--- src/rtl/hazard_scoreboard_unit_pkg.sv ---
// Shared types and constants for the hazard/scoreboard unit.
// Optional statistics counters are enabled with the HAZARD_STATS_EN macro.
package hazard_pkg;

  // Operand source select driven to the ID/EX operand muxes.
  typedef enum logic [1:0] {
    FWD_RF  = 2'b00,
    FWD_MEM = 2'b01,
    FWD_WB  = 2'b10,
    FWD_EX  = 2'b11
  } fwd_sel_e;

  // Control state of the unit.
  typedef enum logic [1:0] {
    HZ_RUN,
    HZ_MEM_WAIT,
    HZ_FLUSH
  } hz_state_e;

  localparam int FCNT_W  = 3;   // holds FLUSH_CYC up to 7
  localparam int WCNT_W  = 8;   // holds MAX_WAIT up to 255
  localparam int STATS_W = 16;

  // Saturating increment used by the statistics counters.
  function automatic logic [STATS_W-1:0] sat_inc(input logic [STATS_W-1:0] v, input logic en);
    return (en && (v != '1)) ? v + 1'b1 : v;
  endfunction

endpackage

--- src/rtl/hazard_scoreboard_unit_if.sv ---
// Bundle of the pipeline-facing signals of the hazard/scoreboard unit.
// master = pipeline side, slave = hazard unit. Statistics outputs exist
// only when HAZARD_STATS_EN is defined.
interface hazard_scoreboard_unit_if #(
  parameter int REG_ADDR_W = 2
);
  localparam int NUM_REGS = 1 << REG_ADDR_W;

  logic                  id_valid;
  logic [REG_ADDR_W-1:0] id_rs;
  logic [REG_ADDR_W-1:0] id_rt;
  logic [REG_ADDR_W-1:0] ex_rd;
  logic [REG_ADDR_W-1:0] mem_rd;
  logic [REG_ADDR_W-1:0] wb_rd;
  logic                  ex_reg_write;
  logic                  mem_reg_write;
  logic                  wb_reg_write;
  logic                  ex_mem_read;
  logic                  mem_req;
  logic                  mem_ack;
  logic                  branch_taken;

  logic [1:0]            forward_a;
  logic [1:0]            forward_b;
  logic                  stall;
  logic                  flush;
  logic [NUM_REGS-1:0]   busy_regs;
  logic                  mem_timeout;
`ifdef HAZARD_STATS_EN
  logic [15:0]           stall_cycles;
  logic [15:0]           fwd_events;
`endif

  modport master (
    output id_valid, id_rs, id_rt, ex_rd, mem_rd, wb_rd,
           ex_reg_write, mem_reg_write, wb_reg_write,
           ex_mem_read, mem_req, mem_ack, branch_taken,
    input  forward_a, forward_b, stall, flush, busy_regs, mem_timeout
`ifdef HAZARD_STATS_EN
    , input stall_cycles, fwd_events
`endif
  );

  modport slave (
    input  id_valid, id_rs, id_rt, ex_rd, mem_rd, wb_rd,
           ex_reg_write, mem_reg_write, wb_reg_write,
           ex_mem_read, mem_req, mem_ack, branch_taken,
    output forward_a, forward_b, stall, flush, busy_regs, mem_timeout
`ifdef HAZARD_STATS_EN
    , output stall_cycles, fwd_events
`endif
  );

endinterface

--- src/rtl/hazard_scoreboard_unit_fwd_sel.sv ---
// Priority forwarding select for one source operand: EX > MEM > WB > regfile.
// Forced to the regfile while the pipeline is stalled.
module hazard_fwd_sel
  import hazard_pkg::*;
#(
  parameter int REG_ADDR_W  = 2,
  parameter bit IGNORE_REG0 = 1'b0
) (
  input  logic [REG_ADDR_W-1:0] i_src,
  input  logic [REG_ADDR_W-1:0] i_ex_rd,
  input  logic [REG_ADDR_W-1:0] i_mem_rd,
  input  logic [REG_ADDR_W-1:0] i_wb_rd,
  input  logic                  i_ex_wr,
  input  logic                  i_mem_wr,
  input  logic                  i_wb_wr,
  input  logic                  i_force_rf,
  output fwd_sel_e              o_sel
);

  logic w_src_ok;

  // Register 0 is hard-wired when IGNORE_REG0 is set, so it never forwards.
  assign w_src_ok = !(IGNORE_REG0 && (i_src == '0));

  // Highest-priority producing stage wins.
  always_comb begin
    // NOTE: combinational blocks assign a default first so no path leaves o_sel unassigned (no latch).
    o_sel = FWD_RF;
    if (i_force_rf || !w_src_ok)             o_sel = FWD_RF;
    else if (i_ex_wr  && (i_ex_rd  == i_src)) o_sel = FWD_EX;
    else if (i_mem_wr && (i_mem_rd == i_src)) o_sel = FWD_MEM;
    else if (i_wb_wr  && (i_wb_rd  == i_src)) o_sel = FWD_WB;
  end

endmodule

--- src/rtl/hazard_scoreboard_unit.sv ---
// Hazard unit beside ID: operand forwarding, load-use stall, branch flush
// and a register scoreboard for one outstanding multi-cycle memory load.
// Define HAZARD_STATS_EN to add saturating stall/forward event counters.
module hazard_scoreboard_unit
  import hazard_pkg::*;
#(
  parameter int REG_ADDR_W  = 2,
  parameter bit IGNORE_REG0 = 1'b0,
  parameter int FLUSH_CYC   = 2,
  parameter int MAX_WAIT    = 15
) (
  input  logic                    clk,
  input  logic                    rst_n,
  hazard_scoreboard_unit_if.slave bus
);

  localparam int NUM_REGS = 1 << REG_ADDR_W;
  localparam logic [FCNT_W-1:0] FLUSH_INIT = FCNT_W'(FLUSH_CYC);
  localparam logic [WCNT_W-1:0] WAIT_LIMIT = WCNT_W'(MAX_WAIT);

  hz_state_e             r_state,    w_state_nxt;
  logic [FCNT_W-1:0]     r_fcnt,     w_fcnt_nxt;
  logic [WCNT_W-1:0]     r_wcnt,     w_wcnt_nxt;
  logic                  r_timeout,  w_timeout_nxt;
  logic [NUM_REGS-1:0]   r_busy,     w_busy_nxt;
  logic [REG_ADDR_W-1:0] r_pend_rd,  w_pend_rd_nxt;
  logic                  r_pend_vld, w_pend_vld_nxt;

  logic     w_rs_ok, w_rt_ok, w_mem_rd_ok;
  logic     w_load_use, w_sb_hit, w_flush, w_stall;
  fwd_sel_e w_fwd_a, w_fwd_b;

  assign w_rs_ok     = !(IGNORE_REG0 && (bus.id_rs  == '0));
  assign w_rt_ok     = !(IGNORE_REG0 && (bus.id_rt  == '0));
  assign w_mem_rd_ok = !(IGNORE_REG0 && (bus.mem_rd == '0));

  assign w_load_use = bus.id_valid && bus.ex_mem_read &&
                      ((w_rs_ok && (bus.ex_rd == bus.id_rs)) ||
                       (w_rt_ok && (bus.ex_rd == bus.id_rt)));
  assign w_sb_hit   = bus.id_valid &&
                      ((w_rs_ok && r_busy[bus.id_rs]) || (w_rt_ok && r_busy[bus.id_rt]));

  // Flush comes straight from state, so it is already a registered signal.
  assign w_flush = (r_state == HZ_FLUSH);
  assign w_stall = ((w_load_use || w_sb_hit) && !w_flush) || (r_state == HZ_MEM_WAIT);

  hazard_fwd_sel #(.REG_ADDR_W(REG_ADDR_W), .IGNORE_REG0(IGNORE_REG0)) u_fwd_rs (
    .i_src(bus.id_rs), .i_ex_rd(bus.ex_rd), .i_mem_rd(bus.mem_rd), .i_wb_rd(bus.wb_rd),
    .i_ex_wr(bus.ex_reg_write), .i_mem_wr(bus.mem_reg_write), .i_wb_wr(bus.wb_reg_write),
    .i_force_rf(w_stall), .o_sel(w_fwd_a)
  );

  hazard_fwd_sel #(.REG_ADDR_W(REG_ADDR_W), .IGNORE_REG0(IGNORE_REG0)) u_fwd_rt (
    .i_src(bus.id_rt), .i_ex_rd(bus.ex_rd), .i_mem_rd(bus.mem_rd), .i_wb_rd(bus.wb_rd),
    .i_ex_wr(bus.ex_reg_write), .i_mem_wr(bus.mem_reg_write), .i_wb_wr(bus.wb_reg_write),
    .i_force_rf(w_stall), .o_sel(w_fwd_b)
  );

  // Control FSM next state: RUN / MEM_WAIT / FLUSH with their counters.
  always_comb begin
    w_state_nxt   = r_state;
    w_fcnt_nxt    = r_fcnt;
    w_wcnt_nxt    = r_wcnt;
    w_timeout_nxt = r_timeout;
    case (r_state)
      HZ_RUN: begin
        if (bus.branch_taken) begin
          w_state_nxt = HZ_FLUSH;
          w_fcnt_nxt  = FLUSH_INIT;
        end else if (bus.mem_req && !bus.mem_ack) begin
          w_state_nxt = HZ_MEM_WAIT;
          w_wcnt_nxt  = '0;
        end
      end
      HZ_MEM_WAIT: begin
        // EX is frozen here, so a branch_taken is not acted upon.
        if (bus.mem_ack) begin
          w_state_nxt = HZ_RUN;
        end else begin
          if (r_wcnt == WAIT_LIMIT) w_timeout_nxt = 1'b1;
          if (r_wcnt != '1)         w_wcnt_nxt    = r_wcnt + 1'b1;
        end
      end
      HZ_FLUSH: begin
        if (bus.branch_taken) begin
          w_fcnt_nxt = FLUSH_INIT;
        end else if (r_fcnt <= FCNT_W'(1)) begin
          w_state_nxt = HZ_RUN;
          w_fcnt_nxt  = '0;
        end else begin
          w_fcnt_nxt = r_fcnt - 1'b1;
        end
      end
      default: w_state_nxt = HZ_RUN;
    endcase
  end

  // Scoreboard next state: the ack retires the old load before a new one is marked.
  always_comb begin
    w_busy_nxt     = r_busy;
    w_pend_rd_nxt  = r_pend_rd;
    w_pend_vld_nxt = r_pend_vld;
    if (bus.mem_ack && r_pend_vld) begin
      w_busy_nxt[r_pend_rd] = 1'b0;
      w_pend_vld_nxt        = 1'b0;
    end
    if (bus.mem_req && bus.mem_reg_write && w_mem_rd_ok) begin
      w_busy_nxt[bus.mem_rd] = 1'b1;
      w_pend_rd_nxt          = bus.mem_rd;
      w_pend_vld_nxt         = 1'b1;
    end
  end

  // State registers with synchronous reset; a reset drops any pending load.
  always_ff @(posedge clk) begin
    // NOTE: sequential state uses non-blocking assignments so every flop samples pre-edge values.
    if (!rst_n) begin
      r_state    <= HZ_RUN;
      r_fcnt     <= '0;
      r_wcnt     <= '0;
      r_timeout  <= 1'b0;
      r_busy     <= '0;
      r_pend_rd  <= '0;
      r_pend_vld <= 1'b0;
    end else begin
      r_state    <= w_state_nxt;
      r_fcnt     <= w_fcnt_nxt;
      r_wcnt     <= w_wcnt_nxt;
      r_timeout  <= w_timeout_nxt;
      r_busy     <= w_busy_nxt;
      r_pend_rd  <= w_pend_rd_nxt;
      r_pend_vld <= w_pend_vld_nxt;
    end
  end

  assign bus.forward_a   = w_fwd_a;
  assign bus.forward_b   = w_fwd_b;
  assign bus.stall       = w_stall;
  assign bus.flush       = w_flush;
  assign bus.busy_regs   = r_busy;
  assign bus.mem_timeout = r_timeout;

`ifdef HAZARD_STATS_EN
  logic [STATS_W-1:0] r_stall_cycles;
  logic [STATS_W-1:0] r_fwd_events;

  // Saturating event counters: stalled cycles and cycles with any forward.
  always_ff @(posedge clk) begin
    if (!rst_n) begin
      r_stall_cycles <= '0;
      r_fwd_events   <= '0;
    end else begin
      r_stall_cycles <= sat_inc(r_stall_cycles, w_stall);
      r_fwd_events   <= sat_inc(r_fwd_events, (w_fwd_a != FWD_RF) || (w_fwd_b != FWD_RF));
    end
  end

  assign bus.stall_cycles = r_stall_cycles;
  assign bus.fwd_events   = r_fwd_events;
`endif

endmodule

--- src/flat_wrapper.sv ---
// flat-port wrapper written by rule: the top's interface ports become plain ports
module hazard_scoreboard_unit_flat import hazard_pkg::*;
#(
  parameter int REG_ADDR_W  = 2,
  parameter bit IGNORE_REG0 = 1'b0,
  parameter int FLUSH_CYC   = 2,
  parameter int MAX_WAIT    = 15
)
  (clk, rst_n, bus_id_valid, bus_id_rs, bus_id_rt, bus_ex_rd, bus_mem_rd, bus_wb_rd, bus_ex_reg_write, bus_mem_reg_write, bus_wb_reg_write, bus_ex_mem_read, bus_mem_req, bus_mem_ack, bus_branch_taken, bus_forward_a, bus_forward_b, bus_stall, bus_flush, bus_busy_regs, bus_mem_timeout);
  hazard_scoreboard_unit_if #(.REG_ADDR_W(REG_ADDR_W)) bus_i ();
  input  logic clk;
  input  logic rst_n;
  input wire logic [$bits(bus_i.id_valid)-1:0] bus_id_valid;
  input wire logic [$bits(bus_i.id_rs)-1:0] bus_id_rs;
  input wire logic [$bits(bus_i.id_rt)-1:0] bus_id_rt;
  input wire logic [$bits(bus_i.ex_rd)-1:0] bus_ex_rd;
  input wire logic [$bits(bus_i.mem_rd)-1:0] bus_mem_rd;
  input wire logic [$bits(bus_i.wb_rd)-1:0] bus_wb_rd;
  input wire logic [$bits(bus_i.ex_reg_write)-1:0] bus_ex_reg_write;
  input wire logic [$bits(bus_i.mem_reg_write)-1:0] bus_mem_reg_write;
  input wire logic [$bits(bus_i.wb_reg_write)-1:0] bus_wb_reg_write;
  input wire logic [$bits(bus_i.ex_mem_read)-1:0] bus_ex_mem_read;
  input wire logic [$bits(bus_i.mem_req)-1:0] bus_mem_req;
  input wire logic [$bits(bus_i.mem_ack)-1:0] bus_mem_ack;
  input wire logic [$bits(bus_i.branch_taken)-1:0] bus_branch_taken;
  output wire logic [$bits(bus_i.forward_a)-1:0] bus_forward_a;
  output wire logic [$bits(bus_i.forward_b)-1:0] bus_forward_b;
  output wire logic [$bits(bus_i.stall)-1:0] bus_stall;
  output wire logic [$bits(bus_i.flush)-1:0] bus_flush;
  output wire logic [$bits(bus_i.busy_regs)-1:0] bus_busy_regs;
  output wire logic [$bits(bus_i.mem_timeout)-1:0] bus_mem_timeout;
  assign bus_i.id_valid = bus_id_valid;
  assign bus_i.id_rs = bus_id_rs;
  assign bus_i.id_rt = bus_id_rt;
  assign bus_i.ex_rd = bus_ex_rd;
  assign bus_i.mem_rd = bus_mem_rd;
  assign bus_i.wb_rd = bus_wb_rd;
  assign bus_i.ex_reg_write = bus_ex_reg_write;
  assign bus_i.mem_reg_write = bus_mem_reg_write;
  assign bus_i.wb_reg_write = bus_wb_reg_write;
  assign bus_i.ex_mem_read = bus_ex_mem_read;
  assign bus_i.mem_req = bus_mem_req;
  assign bus_i.mem_ack = bus_mem_ack;
  assign bus_i.branch_taken = bus_branch_taken;
  assign bus_forward_a = bus_i.forward_a;
  assign bus_forward_b = bus_i.forward_b;
  assign bus_stall = bus_i.stall;
  assign bus_flush = bus_i.flush;
  assign bus_busy_regs = bus_i.busy_regs;
  assign bus_mem_timeout = bus_i.mem_timeout;
  hazard_scoreboard_unit #(.REG_ADDR_W(REG_ADDR_W), .IGNORE_REG0(IGNORE_REG0), .FLUSH_CYC(FLUSH_CYC), .MAX_WAIT(MAX_WAIT)) u_core (.clk(clk), .rst_n(rst_n), .bus(bus_i));
endmodule
--- config.mk ---
export PLATFORM = sky130hd
export DESIGN_NAME = hazard_scoreboard_unit_flat
export DESIGN_NICKNAME = d
export VERILOG_FILES = /design/src/rtl/hazard_scoreboard_unit_pkg.sv /design/src/rtl/hazard_scoreboard_unit_if.sv /design/src/rtl/hazard_scoreboard_unit_fwd_sel.sv /design/src/rtl/hazard_scoreboard_unit.sv /design/src/flat_wrapper.sv
export SDC_FILE = /design/constraint.sdc
export NUM_CORES = 1
export LEC_CHECK = 0
export ABC_CLOCK_PERIOD_IN_PS = 1700
export CORE_ASPECT_RATIO = 0.75
export CORE_MARGIN = 2
export CORE_UTILIZATION = 40
export DETAILED_ROUTE_END_ITERATION = 7
export GPL_TIMING_DRIVEN = 0
export PLACE_DENSITY = 0.75
export SLEW_MARGIN = 20
export SYNTH_ARGS = -nofsm -noshare
export SYNTH_HDL_FRONTEND = slang
export SYNTH_HIERARCHICAL = 1
export SYNTH_SLANG_ARGS = --single-unit
--- constraint.sdc ---
create_clock -name clk -period 1.7 [get_ports clk]
set_input_delay 0.255 -clock clk [delete_from_list [all_inputs] [get_ports clk]]
set_output_delay 0.255 -clock clk [all_outputs]
set_load 0.05 [all_outputs]
# Word level (Yosys, flattened, before mapping)
# Cells that the tools add are included.
# W data, S select, Z words.
[totals] register_bits=21 latchBits=0 mem_bits_rw=0 mem_bits_ro=0 in_bits=20 out_inout_bits=11 memories=0
[classes] n_addsub=2 n_mul=0 n_div=0 magnitude_cmp=7 n_eq_ne=19 shifts=0 n_mux=35 bitwise=4 n_reduce_logical=29
[ops] operator="$mux W8" n=4
[ops] operator="$mux W2" n=13
[ops] operator="$pmux W8 S2" n=1
[ops] operator="$logic_and A1 B1 Y1" n=15
[ops] operator="$ne A2 B2 Y1 const B" n=7
[ops] operator="$eq A2 B2 Y1" n=6
[ops] operator="$lt A2 B3 Y1 const B" n=4
[ops] operator="$mux W3" n=3
[ops] operator="$add A8 B1 Y8 const B" n=1
[ops] operator="$eq A8 B4 Y1 const B" n=1
[ops] operator="$mux W4" n=2
[ops] operator="$ne A8 B8 Y1 const B" n=1
[ops] operator="$mux W1" n=6
[ops] operator="$pmux W2 S3" n=1
[ops] operator="$pmux W3 S2" n=1
[ops] operator="$reduce_bool A2 Y1" n=3
[ops] operator="$reduce_and A5 Y1" n=1
[ops] operator="$and A4 B4 Y4" n=1
[ops] operator="$bmux W1 S2" n=2
[ops] operator="$demux W1 S2" n=2
[ops] operator="$ge A2 B1 Y1 const B" n=2
[ops] operator="$logic_or A1 B1 Y1" n=4
[ops] operator="$not A4 Y4" n=1
[ops] operator="$or A4 B4 Y4" n=1
[ops] operator="12 further kinds" n=13

# Longest topological paths before layout
[logic_depth] word_depth=9 depth_mapped=7

# Cells and area by module
# Netlist, hierarchy kept.
[by_module_without_submodules] module="hazard_scoreboard_unit" n_inst=1 cells_per_inst=144 area_per_inst_um2=1164.9 seq_area_each_um2=420.4
[by_module_without_submodules] module="hazard_fwd_sel" n_inst=2 cells_per_inst=11 area_per_inst_um2=91.3 seq_area_each_um2=0.0

# Worst setup path before layout
# Ideal clock, no wire load.
[synth_timing] kind="flip-flop to output port" start="register u_core.r_busy[3], in the netlist u_core/bus.busy_regs[3]" end="output bus_forward_a[1]" arrival_time_ns=2.372 required_time_ns=1.445 slack_ns=-0.927 stages_incl_launch_ff=7 n_path_buf=0 path_cell_list="dfxtp_1 > a31oi_1 > nand2_1 > o311ai_0 > a41o_1 > nand2_1 > o2bb2ai_1"
[synth_via] elab_chain_cells=8 elab_cells_between_ends=10 classes_between="5 x mux; 5 x reduce/logical"
[synth_lines] element="start: declaration" line="hazard_scoreboard_unit.sv:25" rtl="logic [NUM_REGS-1:0] r_busy, w_busy_nxt;"
[synth_lines] element="start signal: assignment" line="hazard_scoreboard_unit.sv:130" rtl="r_busy <= w_busy_nxt;"
[synth_lines] element="$bmux W1 S2" line="hazard_scoreboard_unit.sv:41" rtl="((w_rs_ok && r_busy[bus.id_rs]) || (w_rt_ok && r_busy[bus.id_rt]));"
[synth_lines] element="$mux W1 (not written as such)" line="hazard_scoreboard_unit.sv:41"
[synth_lines] element="$logic_or A1 B1 Y1 (*)" line="hazard_scoreboard_unit.sv:41"
[synth_lines] element="$logic_and A1 B1 Y1 (*)" line="hazard_scoreboard_unit.sv:40" rtl="assign w_sb_hit = bus.id_valid &&"
[synth_lines] element="$logic_or A1 B1 Y1 (*)" line="hazard_scoreboard_unit.sv:45" rtl="assign w_stall = ((w_load_use || w_sb_hit) && !w_flush) || (r_state == HZ_MEM_WAIT);"
[synth_lines] element="$logic_and A1 B1 Y1 (*)" line="hazard_scoreboard_unit.sv:45"
[synth_lines] element="$logic_or A1 B1 Y1 (*)" line="hazard_scoreboard_unit.sv:45"
[synth_lines] element="via bus_stall" line="flat_wrapper.sv:28" rtl="output wire logic [$bits(bus_i.stall)-1:0] bus_stall;"
[synth_lines] element="$mux W2 (*)" line="hazard_scoreboard_unit_fwd_sel.sv:29" rtl="if (i_force_rf || !w_src_ok) o_sel = FWD_RF;"
[synth_lines] element="end: declaration" line="flat_wrapper.sv:26" rtl="output wire logic [$bits(bus_i.forward_a)-1:0] bus_forward_a;"
# The timed path passes the listed nets; every way through them passes the cells marked *. The select of a mux whose other input is x is not followed.

# Final worst setup path
[layout_timing] start="register u_core.r_busy[3], in the netlist u_core/bus.busy_regs[3]" end="output bus_forward_a[1]"
[layout_via] elab_chain_cells=8 elab_cells_between_ends=10 classes_between="5 x mux; 5 x reduce/logical"
[layout_lines] element="$bmux W1 S2" line="hazard_scoreboard_unit.sv:41"
[layout_lines] element="$mux W1 (not written as such)" line="hazard_scoreboard_unit.sv:41"
[layout_lines] element="$logic_or A1 B1 Y1 (*)" line="hazard_scoreboard_unit.sv:41"
[layout_lines] element="$logic_and A1 B1 Y1 (*)" line="hazard_scoreboard_unit.sv:40"
[layout_lines] element="$logic_or A1 B1 Y1 (*)" line="hazard_scoreboard_unit.sv:45"
[layout_lines] element="$logic_and A1 B1 Y1 (*)" line="hazard_scoreboard_unit.sv:45"
[layout_lines] element="$logic_or A1 B1 Y1 (*)" line="hazard_scoreboard_unit.sv:45"
[layout_lines] element="$mux W2 (*)" line="hazard_scoreboard_unit_fwd_sel.sv:29"
# Every way passes the cells marked *; elsewhere a longest branch is shown, timed or not. The select of a mux whose other input is x is not followed.

==> impl_metrics.prom <==
# TYPE chip_impl_metric gauge
chip_impl_info{name="yosys.area.top_type",value="sky130_fd_sc_hd__dfxtp_1"} 1
chip_impl_metric{name="leakage",unit="nW"} 0.740
chip_impl_metric{name="net_count_of_the_mapped_netlist",unit=""} 189
chip_impl_metric{name="setup_violations",unit=""} 6
chip_impl_metric{name="nets",unit=""} 229
chip_impl_metric{name="totalNegativeSetupSlack",unit="ps"} -2070
chip_impl_metric{name="num_vias",unit=""} 1421
chip_impl_metric{name="aggregate_global_routing_overflow",unit=""} 0
chip_impl_metric{name="rows",unit=""} 18
chip_impl_metric{name="route.detailed.drc",unit=""} 0
chip_impl_metric{name="drt-initial-drc-count",unit=""} 124
chip_impl_metric{name="io_buffers",unit=""} 30
chip_impl_metric{name="pre_cts_slack",unit="ps"} -1470
chip_impl_metric{name="synth.avg_cell_area",unit="sq um"} 8.12
chip_impl_metric{name="finClkSkew",unit="ps"} 5.91
chip_impl_metric{name="n_fill_cell",unit=""} 284
chip_impl_metric{name="layout.core_utilization",unit=""} 0.598
chip_impl_metric{name="met2_length",unit="mm"} 2.00
chip_impl_metric{name="netlist.area_leader.share",unit=""} 0.312
chip_impl_metric{name="final_period_minus_worst_setup_slack",unit="ps"} 2160
chip_impl_metric{name="worst-endpoint-arrival",unit="ps"} 1900
chip_impl_metric{name="seq_area_frac_synth",unit=""} 0.312
chip_impl_metric{name="clk_path_buf_depth",unit=""} 2
chip_impl_metric{name="p_per_area",unit="mW/mm^2"} 625
chip_impl_metric{name="postSynthRegisterBits",unit=""} 21
chip_impl_metric{name="footprint_of_the_flip_flops_and_latches",unit="sq um"} 438
chip_impl_metric{name="met3RoutedLength",unit="microns"} 236
chip_impl_metric{name="fmaxAchievable",unit="MHz"} 463
chip_impl_info{name="run_status",value="finished with violations"} 1
chip_impl_metric{name="cts_max_level",unit=""} 1
chip_impl_metric{name="grt_antenna_before_repair",unit=""} 0
chip_impl_metric{name="slew_viol_final",unit=""} 0
chip_impl_metric{name="layout-area-overhead-vs-synth",unit="%"} 45.0
chip_impl_metric{name="post_synth_inst_count",unit=""} 166
chip_impl_metric{name="min_period_over_period",unit=""} 1.27
chip_impl_metric{name="vias_per_cell",unit=""} 5.80
chip_impl_metric{name="synth.lib_cells_used.distinct",unit=""} 46
chip_impl_metric{name="slew_headroom",unit=""} 0.668
chip_impl_metric{name="wl_met1",unit="mm"} 1.64
chip_impl_metric{name="worst_ep_required_time",unit="ps"} 1440
chip_impl_info{name="min-delay-path-class",value="input pin to flop"} 1
chip_impl_metric{name="post_route_cells_drive_above_1_share",unit=""} 0.239
chip_impl_info{name="cp-end-kind",value="primary output"} 1
chip_impl_metric{name="netlist_area",unit="sq mm"} 0.00135
chip_impl_info{name="rsz0062_at_grt",value="yes"} 1
chip_impl_info{name="violations",value="negative setup slack"} 1
chip_impl_info{name="top_layer_used",value="met4"} 1
chip_impl_metric{name="fp.dieW",unit="microns"} 71.0
chip_impl_metric{name="max_cap_viol_count",unit=""} 0
chip_impl_metric{name="routed_wire_length_per_instance",unit="microns"} 15.9
chip_impl_info{name="dominantRegCellSynth",value="sky130_fd_sc_hd__dfxtp_1"} 1
chip_impl_metric{name="gp_congestion",unit=""} 0.913
chip_impl_metric{name="gr-usage-all-layers",unit=""} 0.211
chip_impl_metric{name="maximum_fanout_encountered_on_the_critical_timing_path",unit=""} 3
chip_impl_metric{name="cts_hold_repair_buffers",unit=""} 0
chip_impl_metric{name="vdd_drop_max",unit="mV"} 0.448
chip_impl_info{name="criticalPathCategory",value="flop to primary output"} 1
chip_impl_metric{name="initial_utilization",unit=""} 0.413
chip_impl_metric{name="number_of_flops_mapped_to_enable_cells_by_yosys",unit=""} 0
chip_impl_metric{name="detailed_place_hpwl",unit="mm"} 2.85
chip_impl_metric{name="full_die_area",unit="sq mm"} 0.00385
chip_impl_info{name="cp-start-kind",value="flop"} 1
chip_impl_metric{name="finalWirelength",unit="mm"} 3.90
chip_impl_metric{name="core_region",unit="sq mm"} 0.00327
chip_impl_info{name="synth_top_cells_by_area",value="sky130_fd_sc_hd__dfxtp_1, sky130_fd_sc_hd__xnor2_1, sky130_fd_sc_hd__nand3_1"} 1
chip_impl_metric{name="die_h",unit="microns"} 54.3
chip_impl_metric{name="tritoncts.num_buffers",unit=""} 3
chip_impl_metric{name="yosysWarningCount",unit=""} 6
chip_impl_metric{name="synth-async-reset-ratio",unit=""} 0
chip_impl_metric{name="multi_input_logic_area",unit="sq mm"} 0.00104
chip_impl_metric{name="largest_net_degree_at_the_start_of_global_routing",unit=""} 13
chip_impl_info{name="tritoncts",value="built"} 1
chip_impl_metric{name="final_antenna_net_count",unit=""} 0
chip_impl_metric{name="drt_pass1_iterations",unit=""} 4
chip_impl_metric{name="clk_pin_slew_worst_paths",unit="ps"} 80
chip_impl_metric{name="final_hold_viol_count",unit=""} 0
chip_impl_metric{name="vias_in_the_first_global_route",unit=""} 1334
chip_impl_metric{name="antenna-diode-count",unit=""} 0
chip_impl_metric{name="insertion_delay",unit="ps"} 260
chip_impl_metric{name="tightest_slew",unit="ps"} 497
chip_impl_metric{name="timing.final.ws_setup",unit="ps"} -458
chip_impl_metric{name="clkSinkCount",unit=""} 21
chip_impl_info{name="root_buffer",value="sky130_fd_sc_hd__clkbuf_8"} 1
chip_impl_metric{name="grt_pass1_wl",unit="mm"} 6.27
chip_impl_metric{name="io_pins",unit=""} 31
[kinds of logic (layout without fill, tap and decap cells)]
logic type / after synthesis / count (layout) / synth area share
AOI/OAI and AO/OA: 46 / 46 / 0.235
xor gates and xnor gates: 13 / 13 / 0.0845
adders and majority gates: 3 / 3 / 0.0279
buffers and inverters: 8 / 47 / 0.0232
DFF: 21 / 21 / 0.312
and+or+nand+nor: 75 / 75 / 0.318
[worst max-delay path, stage by stage, from the launching register on]
cell and delay [ps]:
sky130_fd_sc_hd__dfxtp_4 360, sky130_fd_sc_hd__a31oi_4 190, sky130_fd_sc_hd__nand2_2 100, sky130_fd_sc_hd__o311ai_4 80, sky130_fd_sc_hd__a41o_1 240, sky130_fd_sc_hd__nand2_4 80, sky130_fd_sc_hd__nor4b_4 290, sky130_fd_sc_hd__o2bb2ai_4 150
sky130_fd_sc_hd__buf_8 160
[cell usage after synthesis (2+ instances only)]
| library cell | instances |
|---|---|
| sky130_fd_sc_hd__dfxtp_1 | 21 |
| sky130_fd_sc_hd__nand2_1 | 15 |
| sky130_fd_sc_hd__nand3_1 | 15 |
| sky130_fd_sc_hd__o21ai_0 | 12 |
| sky130_fd_sc_hd__nor2_1 | 11 |
| sky130_fd_sc_hd__xnor2_1 | 9 |
| sky130_fd_sc_hd__a21boi_0 | 7 |
| sky130_fd_sc_hd__a21oi_1 | 5 |
| sky130_fd_sc_hd__and2_1 | 5 |
| sky130_fd_sc_hd__inv_1 | 5 |
| sky130_fd_sc_hd__nor2b_1 | 4 |
| sky130_fd_sc_hd__nor3_1 | 4 |
| sky130_fd_sc_hd__xor2_1 | 4 |
| sky130_fd_sc_hd__a31oi_1 | 3 |
| sky130_fd_sc_hd__ha_1 | 3 |
| sky130_fd_sc_hd__nand2b_1 | 3 |
| sky130_fd_sc_hd__a211o_1 | 2 |
| sky130_fd_sc_hd__clkbuf_1 | 2 |
| sky130_fd_sc_hd__nand4_1 | 2 |
| sky130_fd_sc_hd__nor3b_1 | 2 |
| sky130_fd_sc_hd__nor4b_2 | 2 |
| sky130_fd_sc_hd__o211ai_1 | 2 |
| sky130_fd_sc_hd__o2bb2ai_1 | 2 |
| sky130_fd_sc_hd__o311ai_0 | 2 |
| sky130_fd_sc_hd__o31ai_1 | 2 |
| sky130_fd_sc_hd__o41ai_1 | 2 |
[placed cells by master, fill, tap and decap left out, types with 5 or more instances in the layout]
cell,instances
sky130_fd_sc_hd__nand2_1,13
sky130_fd_sc_hd__xnor2_1,9
sky130_fd_sc_hd__buf_4,5
sky130_fd_sc_hd__and2_1,5
sky130_fd_sc_hd__nor2_1,10
sky130_fd_sc_hd__dfxtp_2,5
sky130_fd_sc_hd__clkdlybuf4s50_1,12
sky130_fd_sc_hd__inv_1,5
sky130_fd_sc_hd__a21boi_0,7
sky130_fd_sc_hd__dfxtp_1,13
sky130_fd_sc_hd__o21ai_0,12
sky130_fd_sc_hd__nand3_1,15
[per-stage QoR]
stage | area, sq um | total power, mW | std cells | hold WS [ps]
finish | 1950 | 1.22 | 245 | 456
global route | 1950 | 1.28 | 245 | 454
CTS | 1890 | 1.22 | 243 | 509
detailed placement | 1780 | 0.873 | 236 | 489
global placement | 1780 | 0.859 | 236 | 488
floorplan | 1430 | 0.736 | 166 | 392
[area by class of cell]
class / count / share of cell area
plain buffers: 2 / 0.00384
clock buffers: 3 / 0.0211
clock inverters: 1 / 0.00256
inverters: 5 / 0.00960
multi-input cells: 137 / 0.531
flip-flops and latches: 21 / 0.224
well taps: 40 / 0.0256
repair buffers: 36 / 0.182
[repair_timing]
item,CTS,global route
resized for setup,70,16
setup buffers,4,2
hold endpoints to repair,0,0
setup endpoints to repair,7,8
pin swaps,4,5
[worst paths after layout]
path / from / endpoint / slack, ps / depth (start not counted)
setup reg to reg: u_core/r_wcnt[0] / u_core/r_wcnt[3] / 70 / 6
setup / recovery: u_core/bus.busy_regs[3] / bus_forward_a[1] / -460 / 8
hold reg to reg: u_core/bus.mem_timeout / u_core/bus.mem_timeout / 510 / 2
hold / removal: bus_branch_taken / u_core/r_state[1] / 460 / 3
[layer usage]
| layer | up-vias | track usage |
|---|---|---|
| li1 | 696 | - |
| met1 | 663 | 0.254 |
| met2 | 60 | 0.380 |
| met3 | 2 | 0.0479 |
| met4 | 0 | 0.0723 |
| met5 | - | 0 |
[power by group]
group	internal (mW)	switching, mW	total, mW
logic	0.169	0.220	0.390
registers	0.502	0.0149	0.517
clock network	0.163	0.152	0.315
[state kept, by name, summed over array words and instances (netlist names)]
register	cells
u_core/bus.mem_timeout	1
u_core/bus.busy_regs	4
u_core/r_wcnt	8
u_core/r_pend_rd	2
u_core/r_fcnt	3
u_core/r_state	2
u_core/r_pend_vld	1
Note: power is estimated with default switching activity, not from simulation.
